==> src/rtl/fpga_oser10_ctrl.sv <==
// Sequencer for a bank of 10:1 output serializers: holds the serializer reset,
// trains with an idle word, then streams source words with idle fill on underflow.
module fpga_oser10_ctrl #(
    parameter int          NLANES       = 3,
    parameter int          RST_CYCLES   = 8,
    parameter int          TRAIN_CYCLES = 64,
    parameter logic [9:0]  IDLE_WORD    = 10'b1101010100,
    parameter logic [9:0]  CLK_WORD     = 10'b1111100000
) (
    input  logic                   clk_par,
    input  logic                   arst,
    input  logic                   en,
    input  logic                   s_valid,
    output logic                   s_ready,
    input  logic [NLANES*10-1:0]   s_data,
    input  logic                   underflow_clr,
    output logic                   oser_rst,
    output logic [NLANES*10-1:0]   lane_d,
    output logic [9:0]             clk_d,
    output logic [1:0]             state,
    output logic                   active,
    output logic [15:0]            underflow_cnt
);

    localparam logic [1:0] ST_OFF   = 2'd0;
    localparam logic [1:0] ST_RST   = 2'd1;
    localparam logic [1:0] ST_TRAIN = 2'd2;
    localparam logic [1:0] ST_RUN   = 2'd3;

    localparam int MAXC = (RST_CYCLES > TRAIN_CYCLES) ? RST_CYCLES : TRAIN_CYCLES;
    localparam int CW   = (MAXC > 1) ? $clog2(MAXC) : 1;

    localparam logic [CW-1:0]          RST_LAST   = CW'(RST_CYCLES - 1);
    localparam logic [CW-1:0]          TRAIN_LAST = CW'(TRAIN_CYCLES - 1);
    localparam logic [NLANES*10-1:0]   IDLE_ALL   = {NLANES{IDLE_WORD}};

    logic [CW-1:0] phase_cnt;
    logic [CW-1:0] phase_next;
    logic [1:0]    state_next;
    logic          accept;
    logic          underflow;

    assign s_ready   = (state == ST_RUN);
    assign accept    = s_ready && s_valid;
    assign underflow = s_ready && !s_valid;

    // Dropping en overrides any in-progress count or transition.
    always_comb begin
        state_next = state;
        phase_next = phase_cnt;
        case (state)
            ST_OFF: begin
                if (en) begin
                    state_next = ST_RST;
                    phase_next = '0;
                end
            end
            ST_RST: begin
                if (phase_cnt == RST_LAST) begin
                    state_next = ST_TRAIN;
                    phase_next = '0;
                end else begin
                    phase_next = phase_cnt + 1'b1;
                end
            end
            ST_TRAIN: begin
                if (phase_cnt == TRAIN_LAST) begin
                    state_next = ST_RUN;
                    phase_next = '0;
                end else begin
                    phase_next = phase_cnt + 1'b1;
                end
            end
            default: begin
                state_next = ST_RUN;
            end
        endcase
        if (!en) begin
            state_next = ST_OFF;
            phase_next = '0;
        end
    end

    // Serializer controls are registered from next-state so they move with state.
    always_ff @(posedge clk_par or posedge arst) begin
        if (arst) begin
            state     <= ST_OFF;
            phase_cnt <= '0;
            oser_rst  <= 1'b1;
            lane_d    <= IDLE_ALL;
            clk_d     <= '0;
            active    <= 1'b0;
        end else begin
            state     <= state_next;
            phase_cnt <= phase_next;
            oser_rst  <= (state_next == ST_OFF) || (state_next == ST_RST);
            clk_d     <= (state_next == ST_OFF) ? 10'd0 : CLK_WORD;
            active    <= (state_next == ST_RUN);
            lane_d    <= accept ? s_data : IDLE_ALL;
        end
    end

    // Clear wins over a same-cycle increment; the count survives en toggling.
    always_ff @(posedge clk_par or posedge arst) begin
        if (arst) begin
            underflow_cnt <= '0;
        end else if (underflow_clr) begin
            underflow_cnt <= '0;
        end else if (underflow && (underflow_cnt != 16'hFFFF)) begin
            underflow_cnt <= underflow_cnt + 16'd1;
        end
    end

endmodule
==> config.mk <==
export PLATFORM = sky130hd
export DESIGN_NAME = fpga_oser10_ctrl
export DESIGN_NICKNAME = d
export VERILOG_FILES = /design/src/rtl/fpga_oser10_ctrl.sv
export SDC_FILE = /design/constraint.sdc
export NUM_CORES = 1
export LEC_CHECK = 0
export ABC_AREA = 1
export CAP_MARGIN = 20
export CORE_MARGIN = 1.5
export CORE_UTILIZATION = 41
export DETAILED_ROUTE_END_ITERATION = 10
export PLACE_DENSITY = 0.77
export SYNTH_ARGS = -nofsm -noshare
export SYNTH_HDL_FRONTEND = slang
export SYNTH_SLANG_ARGS = --single-unit
==> constraint.sdc <==
create_clock -name clk_par -period 1.5 [get_ports clk_par]
set_input_delay 0.225 -clock clk_par [delete_from_list [all_inputs] [get_ports clk_par]]
set_output_delay 0.225 -clock clk_par [all_outputs]
set_load 0.02 [all_outputs]
==> results by group, run 1 <==
Outcome
  – Run status: complete, but fails checks
  – Failing checks: DRC

Global routing
  – Grt total ovfl: 0
  – Wire length of the first global-routing pass: roughly 10 mm
  – Overall track demand over capacity in global routing: 18.2%
  – Largest net degree at the start of global routing: 58
  – Number of antenna violations at the first check in global routing: 0
  – Number of global-route vias before repair: approximately 2300

Routing
  – Routed Wire Length: 6.61 mm
  – Total number of vias: 2493
  – DRC Markers: 4
  – Number of vias per cell after detailed routing: between 4 and 5
  – Drt wl/cell: 12.5 um
  – Detailed Route Iter0 Violations: 152
  – Number of antenna-violating nets in the routed design: 0
  – Count of TritonRoute iterations in the first routing pass: 9

Place
  – Final RePlAce weighted congestion: about 0.91
  – Half-perimeter wire length after detailed placement: 4.47 mm
  – Port Buf Inserts: 90
  – Count of placed standard cells including taps: 500

Yosys
  – Number of synthesized flops with an enable pin: 0
  – Sequential-to-total area share from yosys stat: 52.5%
  – Cells after synthesis: 325
  – Mean instance size in the synthesized netlist: 8.48 um2
  – Count of yosys warnings during synthesis: 0
  – Adder-Cell Fraction of Synth Area: 3.18%
  – Netlist cell types: 27
  – Largest family of logic cells by synthesized area: simple AND/OR/NAND/NOR gates
  – Compound-cell area share of the yosys netlist: around 3.0%
  – Main flop type after synthesis: sky130_fd_sc_hd__dfrtp_1
  – Yosys reg bits: 57
  – FFs w/ async S/R, synth: 100%
  – Fraction of the mapped netlist area in simple logic gates: between 30 and 40%
  – Xor and xnor fraction of the mapped netlist area: 0.636%
  – Summed instance area of the synthesized netlist: 2760 um2
  – Share of synthesized area spent on multiplexers: less than 1%

Final layout
  – Fraction of layout instances using a drive strength above 1: ~28%
  – Filler cell count: 505
  – Number of nets at the end of the flow: 490
  – Number of standard cells in the layout, taps in and fillers out: 530
  – Most frequent standard cell in the layout excluding fill and tap cells: sky130_fd_sc_hd__nand2_1
  – Area Overhead vs Synth: 55.6%
  – Most frequent cells in the layout: 76 x sky130_fd_sc_hd__nand2_1, 43 x sky130_fd_sc_hd__dlygate4sd2_1, 38 x sky130_fd_sc_hd__inv_1, 38 x sky130_fd_sc_hd__nor2_1, 34 x sky130_fd_sc_hd__clkdlybuf4s50_1
  – Number of inserted diodes: 0

Clock network
  – Num CTS Buffers: 9
  – Clock latency at the later pin of the worst-skew pair: about 0.33 ns
  – TritonCTS clock tree: done
  – Number of hold-repair buffers added at the cts stage: 0
  – # clock sinks: 57
  – Clock Root Buffer: sky130_fd_sc_hd__clkbuf_8
  – Depth of the CTS H-tree: 3
  – Clk pin slew, worst setup/hold paths: approximately 0.07 ns
  – Maximum number of buffers from clock root to sink: 2

Timing
  – Achievable Freq: 674 MHz
  – Final clock period utilization by the worst path: a little over nine tenths
  – Number of endpoints failing setup at the final stage: 0
  – Fin. Hold Viols: 0
  – Number of slew-limit violations in the final report: 0
  – Tmin final: between 1 and 1.5 ns
  – Unrepaired setup endpoints after global routing: yes
  – Worst clock skew: 0.00974 ns

Power and ir drop
  – Areal power density over the cells: 760 nW/um2
  – Total power of the final layout: 3260 uW
  – Peak ir drop on the vdd network: 578 uV
  – Static Leak: between 0.002 and 0.0025 uW

Flow run
  – Number of maximum-capacitance violations: 0

Worst hold path
  – Worst hold path class: in -> async

Critical path
  – Data arrival time of the critical path: 1.74 ns
  – Largest stage delay, worst path: 0.40 ns
  – Required time at the endpoint of the critical path: 1.76 ns
  – Startpoint type of the worst setup path: flip-flop
  – Launching instance or port of the critical path: underflow_cnt[0]
  – Cell repeated most along the worst path: sky130_fd_sc_hd__nor2_4
  – Kind of cell with the highest combined delay on the critical path: simple AND/OR/NAND/NOR gates
  – Logic depth of the worst path, buffers included: 10
  – Slowest stage cell, crit path: sky130_fd_sc_hd__dfrtp_2
  – Reg-to-reg critical path startpoint: underflow_cnt[0]
  – Buffers plus inverters on the worst setup path: 2
  – Worst setup EP type: flip-flop
  – Number of cells on the worst reg-to-reg path: 10
  – Worst setup path category: reg -> reg
  – Maximum fanout encountered on the critical timing path: 7
  – Crit path cell chain: ha_4, nand3_4, inv_2, nand2_2, nor2_4, nor2_4, buf_12, nor2_4, nand2_1, nand2_1

Die
  – Initial standard-cell utilization of the core: 42.9%
  – Count of boundary I/O pins: 96
  – Die Outline Area: 7220 um2
  – Chip height: 85.0 um
  – Row Count: 29
  – Placeable Area: 6420 um2
  – Die Wd: 85.0 um
Yosys cell counts, types with 2 or more instances:
library cell	count	area share, %
sky130_fd_sc_hd__clkbuf_1	4	0.54
sky130_fd_sc_hd__ha_1	7	3.2
sky130_fd_sc_hd__buf_4	9	2.5
sky130_fd_sc_hd__nor2_1	42	5.7
sky130_fd_sc_hd__dfstp_2	16	15
sky130_fd_sc_hd__o21ai_0	6	1.1
sky130_fd_sc_hd__o21bai_1	4	1.1
sky130_fd_sc_hd__xor2_1	2	0.64
sky130_fd_sc_hd__dfrtp_1	41	37
sky130_fd_sc_hd__nand4_1	19	4.3
sky130_fd_sc_hd__nand3_1	13	2.4
sky130_fd_sc_hd__or2_2	19	4.3
sky130_fd_sc_hd__a21oi_1	3	0.54
sky130_fd_sc_hd__nand2_1	84	11
sky130_fd_sc_hd__inv_1	43	5.9
sky130_fd_sc_hd__nor2_4	2	0.82
final timing paths:
check | end | slack, ns
setup / recovery | underflow_cnt[12] | 0.02
hold / removal | underflow_cnt[4] | 0.32
setup reg to reg | underflow_cnt[12] | 0.02
hold reg to reg | phase_cnt[5] | 0.52
max in group asynchronous | lane_d[9] | 0.89
min in group clk_par | lane_d[21] | 0.41
what timing repair did:
item	in CTS	in global routing
pin swaps	0	23
gates resized for setup	50	48
gates cloned	0	1
endpoints found under the setup margin	45	37
buffers inserted	2	11
registers in the layout (all words and copies together), names as in the netlist:
signal	flops
underflow_cnt	16
state	2
active	1
lane_d	30
clk_d	1
oser_rst	1
phase_cnt	6
worst min-delay path: cells and delay by family:
family                 cells  cell delay, ns
buffers and inverters      3            0.82
where the power goes:
part / switching (uW) / total [uW] / internal [uW]
Clock: 609 / 1420 / 806
Sequential: 5.92 / 1550 / 1550
Combinational: 144 / 292 / 149
layout make-up:
class / instances / area [um2] / area share [%]
flip-flops and latches: 57 / 1460 / 34.1
multi-input cells: 214 / 1180 / 27.5
repair buffers: 122 / 1180 / 27.5
inverters: 44 / 174 / 4.06
clock buffers: 11 / 141 / 3.30
well taps: 77 / 96.3 / 2.25
clock inverters: 5 / 55.1 / 1.28
logic make-up after synthesis:
group	after synthesis
adders and majority gates	7
xor gates and xnor gates	2
DFF	57
and+or+nand+nor	184
other	1
buffers and inverters	59
muxes	1
AOI/OAI and AO/OA	14
stage by stage:
stage                     hold WS [ns]  setup TNS, ns  setup slack (ns)  util [%]  cell area, um2
after detailed placement         0.501         -0.428           -0.0503      60.6            3890
after floorplan                  0.306         -0.305           -0.0285         -            2820
final                            0.325              0            0.0165      66.8            4290
after global placement           0.493         -0.343           -0.0327      60.6            3890
after CTS                        0.325              0           0.00110      63.2            4060
after global routing             0.322         -0.857           -0.0614      66.8            4290
layer usage:
metal | share of wire, % | vias up | track usage, % | routed length (um)
met5 | 0 | - | 0 | 0
met4 | 1.9 | 0 | 7.30 | 125
met3 | 8.0 | 13 | 8.37 | 530
met2 | 48 | 90 | 28.9 | 3190
met1 | 42 | 1146 | 21.5 | 2770
li1 | - | 1244 | - | -
No activity file was read; power rests on OpenSTA's default activity.
==> run 2, diff against run 1 <==
- CORE_UTILIZATION: 41 -> 49
- PLACE_DENSITY: 0.77 -> 0.86
- clock period: 1.5 -> 1.9 ns (I/O delays scaled with it)
==> run 2 against run 1 <==
Effect of this change: critical path depth down 9; setup slack better by 0.14 ns; routed wire length down 4.6%; non-clock buffer count down 26; total power down 14%; die area down 16%; worst hold slack worse by 0.0023 ns; the run now ends clean; largest cell class unchanged; combinational power down 35%; sequential share of layout area up 2.3 points; sequential cell count unchanged; core utilization up 5.9 points; global-route usage up 4.5 points.
==> results by group, run 2 (synthesis results as in run 1) <==
Critical path
  – Required time at the endpoint of the critical path: 1.62 ns
  – Setup slack on the worst flop-to-flop path: between 0.15 and 0.2 ns
  – Worst setup EP type: primary output
  – Crit path cell chain: clkdlybuf4s50_1
  – Buffers plus inverters on the worst setup path: 1
  – Maximum fanout encountered on the critical timing path: 7
  – Slowest stage cell, crit path: sky130_fd_sc_hd__clkdlybuf4s50_1
  – Kind of cell with the highest combined delay on the critical path: buffers and inverters
  – Worst setup path category: reg -> out
  – Largest stage delay, worst path: 0.65 ns
  – Startpoint type of the worst setup path: flip-flop
  – Data arrival time of the critical path: ~1.5 ns

Final layout
  – Area Overhead vs Synth: 44.4%
  – Top Registers: lane_d (30), underflow_cnt (16), phase_cnt (6)
  – Post-route cell area: 3980 um2
  – Flip-flop count of the largest register after layout: 30
  – Number of inserted diodes: 0
  – Number of nets at the end of the flow: approximately 460
  – Most flops, register: lane_d
  – Most frequent cells in the layout: 89 x sky130_fd_sc_hd__clkdlybuf4s50_1, 84 x sky130_fd_sc_hd__nand2_1, 42 x sky130_fd_sc_hd__inv_1, 42 x sky130_fd_sc_hd__nor2_1, 41 x sky130_fd_sc_hd__dfrtp_1
  – Fraction of layout instances using a drive strength above 1: 15.0%
  – Most frequent standard cell in the layout excluding fill and tap cells: sky130_fd_sc_hd__clkdlybuf4s50_1

Clock network
  – Clock latency at the later pin of the worst-skew pair: 0.33 ns
  – Number of hold-repair buffers added at the cts stage: 0
  – TritonCTS clock tree: done
  – Num CTS Buffers: 9
  – Clk pin slew, worst setup/hold paths: approximately 0.07 ns
  – Clock Root Buffer: sky130_fd_sc_hd__clkbuf_8
  – Depth of the CTS H-tree: 3
  – # clock sinks: 57
  – Maximum number of buffers from clock root to sink: 2

Routing
  – Routed Wire Length: 6.31 mm
  – DRC Markers: 0
  – Drt wl/cell: 12.7 um
  – Number of vias per cell after detailed routing: between 4 and 5
  – Number of antenna-violating nets in the routed design: 0
  – Count of TritonRoute iterations in the first routing pass: 7
  – Total number of vias: around 2500
  – Detailed Route Iter0 Violations: 180

Timing
  – Least setup slack across all paths after layout: 0.157 ns
  – Final clock period utilization by the worst path: 91.7%
  – Achievable Freq: 574 MHz
  – Fin. Hold Viols: 0
  – Final-layout setup total negative slack: 0 ns
  – Number of endpoints failing setup at the final stage: 0
  – Tmin final: 1.74 ns
  – Unrepaired setup endpoints after global routing: no
  – Worst-Margin Slew: 0.538 ns
  – Worst clock skew: 0.00555 ns
  – Slew headroom: 64.0%
  – Number of slew-limit violations in the final report: 0

Die
  – Count of boundary I/O pins: 96
  – Die Outline Area: a little over 6000 um2
  – Placeable Area: 5470 um2
  – Chip height: 78.0 um
  – Initial standard-cell utilization of the core: 50.3%
  – Die Wd: 78.0 um
  – Row Count: 27

Global routing
  – Number of global-route vias before repair: 2445
  – Overall track demand over capacity in global routing: between 20% and 30%
  – Number of antenna violations at the first check in global routing: 0
  – Grt total ovfl: 0
  – Wire length of the first global-routing pass: 10.8 mm
  – Largest net degree at the start of global routing: 58

Power and ir drop
  – Switching Power: a little under 600 uW
  – Fraction of power spent switching nets: 20.6%
  – Areal power density over the cells: approximately 700 nW/um2
  – Static Leak: 0.00188 uW
  – Clock group share of total power: 49.5%
  – Share of power burned in combinational logic: slightly below 7%
  – Sequential cell fraction of total power: 43.8%
  – Internal cell power: 2220 uW
  – Peak ir drop on the vdd network: 571 uV

Place
  – Placement-stage worst setup slack: a little under 0.2 ns
  – Placement Cell Area: 3730 um2
  – Half-perimeter wire length after detailed placement: 4.39 mm
  – Final RePlAce weighted congestion: roughly 0.86
  – Port Buf Inserts: 90

Outcome
  – Run status: complete, no violations

Flow run
  – Number of maximum-capacitance violations: 0

Worst hold path
  – Worst hold path class: in -> async
## run 2: cell types whose count changed in the layout (fill, tap and decap cells not counted), moves of 4 or more
cell / previous run / this run
sky130_fd_sc_hd__ha_1: 2 / 6
sky130_fd_sc_hd__dfrtp_2: 12 / 0
sky130_fd_sc_hd__dfrtp_1: 29 / 41
sky130_fd_sc_hd__nor2_1: 38 / 42
sky130_fd_sc_hd__buf_4: 24 / 4
sky130_fd_sc_hd__clkdlybuf4s50_1: 34 / 89
sky130_fd_sc_hd__buf_6: 4 / 0
sky130_fd_sc_hd__dlymetal6s2s_1: 11 / 0
sky130_fd_sc_hd__inv_1: 38 / 42
sky130_fd_sc_hd__dlygate4sd2_1: 43 / 1
sky130_fd_sc_hd__nand2_2: 9 / 1
sky130_fd_sc_hd__ha_4: 4 / 0
sky130_fd_sc_hd__nand2_1: 76 / 84
## run 2: layout make-up
cell class	count	area (um2)
repair buffers	96	970
inverters	44	165
flip-flops and latches	57	1450
fillers	392	1490
multi-input cells	213	1060
clock buffers	11	141
well taps	72	90.1
clock inverters	5	104
## run 2: power by group through the flow
stage	sequential (uW)	clock (uW)	combinational, uW
3_3_place_gp	1250	0	186
5_1_grt	1230	1480	210
6_report	1230	1390	190
3_5_place_dp	1250	0	190
4_1_cts	1230	1410	192
2_1_floorplan	1250	0	93.7
## run 2: repair_timing
item,CTS,global route
resized for setup,1,1
pin swaps,0,0
endpoints found under the hold margin,0,0
buffers inserted,0,0
setup endpoints to repair,1,4
## run 2: final timing paths
| check | startpoint | endpoint | cells after the start |
|---|---|---|---|
| worst max-delay path | underflow_cnt[3] | underflow_cnt[3] | 1 |
| worst min-delay path | arst | lane_d[11] | 3 |
| worst max register to register | underflow_cnt[1] | underflow_cnt[9] | 10 |
| worst min register to register | phase_cnt[5] | phase_cnt[5] | 2 |
| max in group asynchronous | arst | lane_d[8] | 3 |
| min in group clk_par | s_data[13] | lane_d[13] | 3 |
## run 2: metrics by stage
stage | total power [uW] | util [%] | instances | hold WS, ns
finish | 2800 | 72.7 | 498 | 0.323
global route | 2910 | 72.7 | 498 | 0.361
CTS | 2820 | 72.7 | 498 | 0.345
detailed placement | 1440 | 68.2 | 482 | 0.502
global placement | 1430 | 68.2 | 482 | 0.494
floorplan | 1340 | - | 329 | 0.377
## run 2: metal layers
| layer | global-route usage [%] | vias up | wire length [um] |
|---|---|---|---|
| met2 | 38.4 | 130 | 3200 |
| met4 | 9.82 | 0 | 131 |
| met5 | 0 | - | 0 |
| met3 | 7.88 | 14 | 617 |
| met1 | 25.8 | 1127 | 2360 |
| li1 | - | 1188 | - |
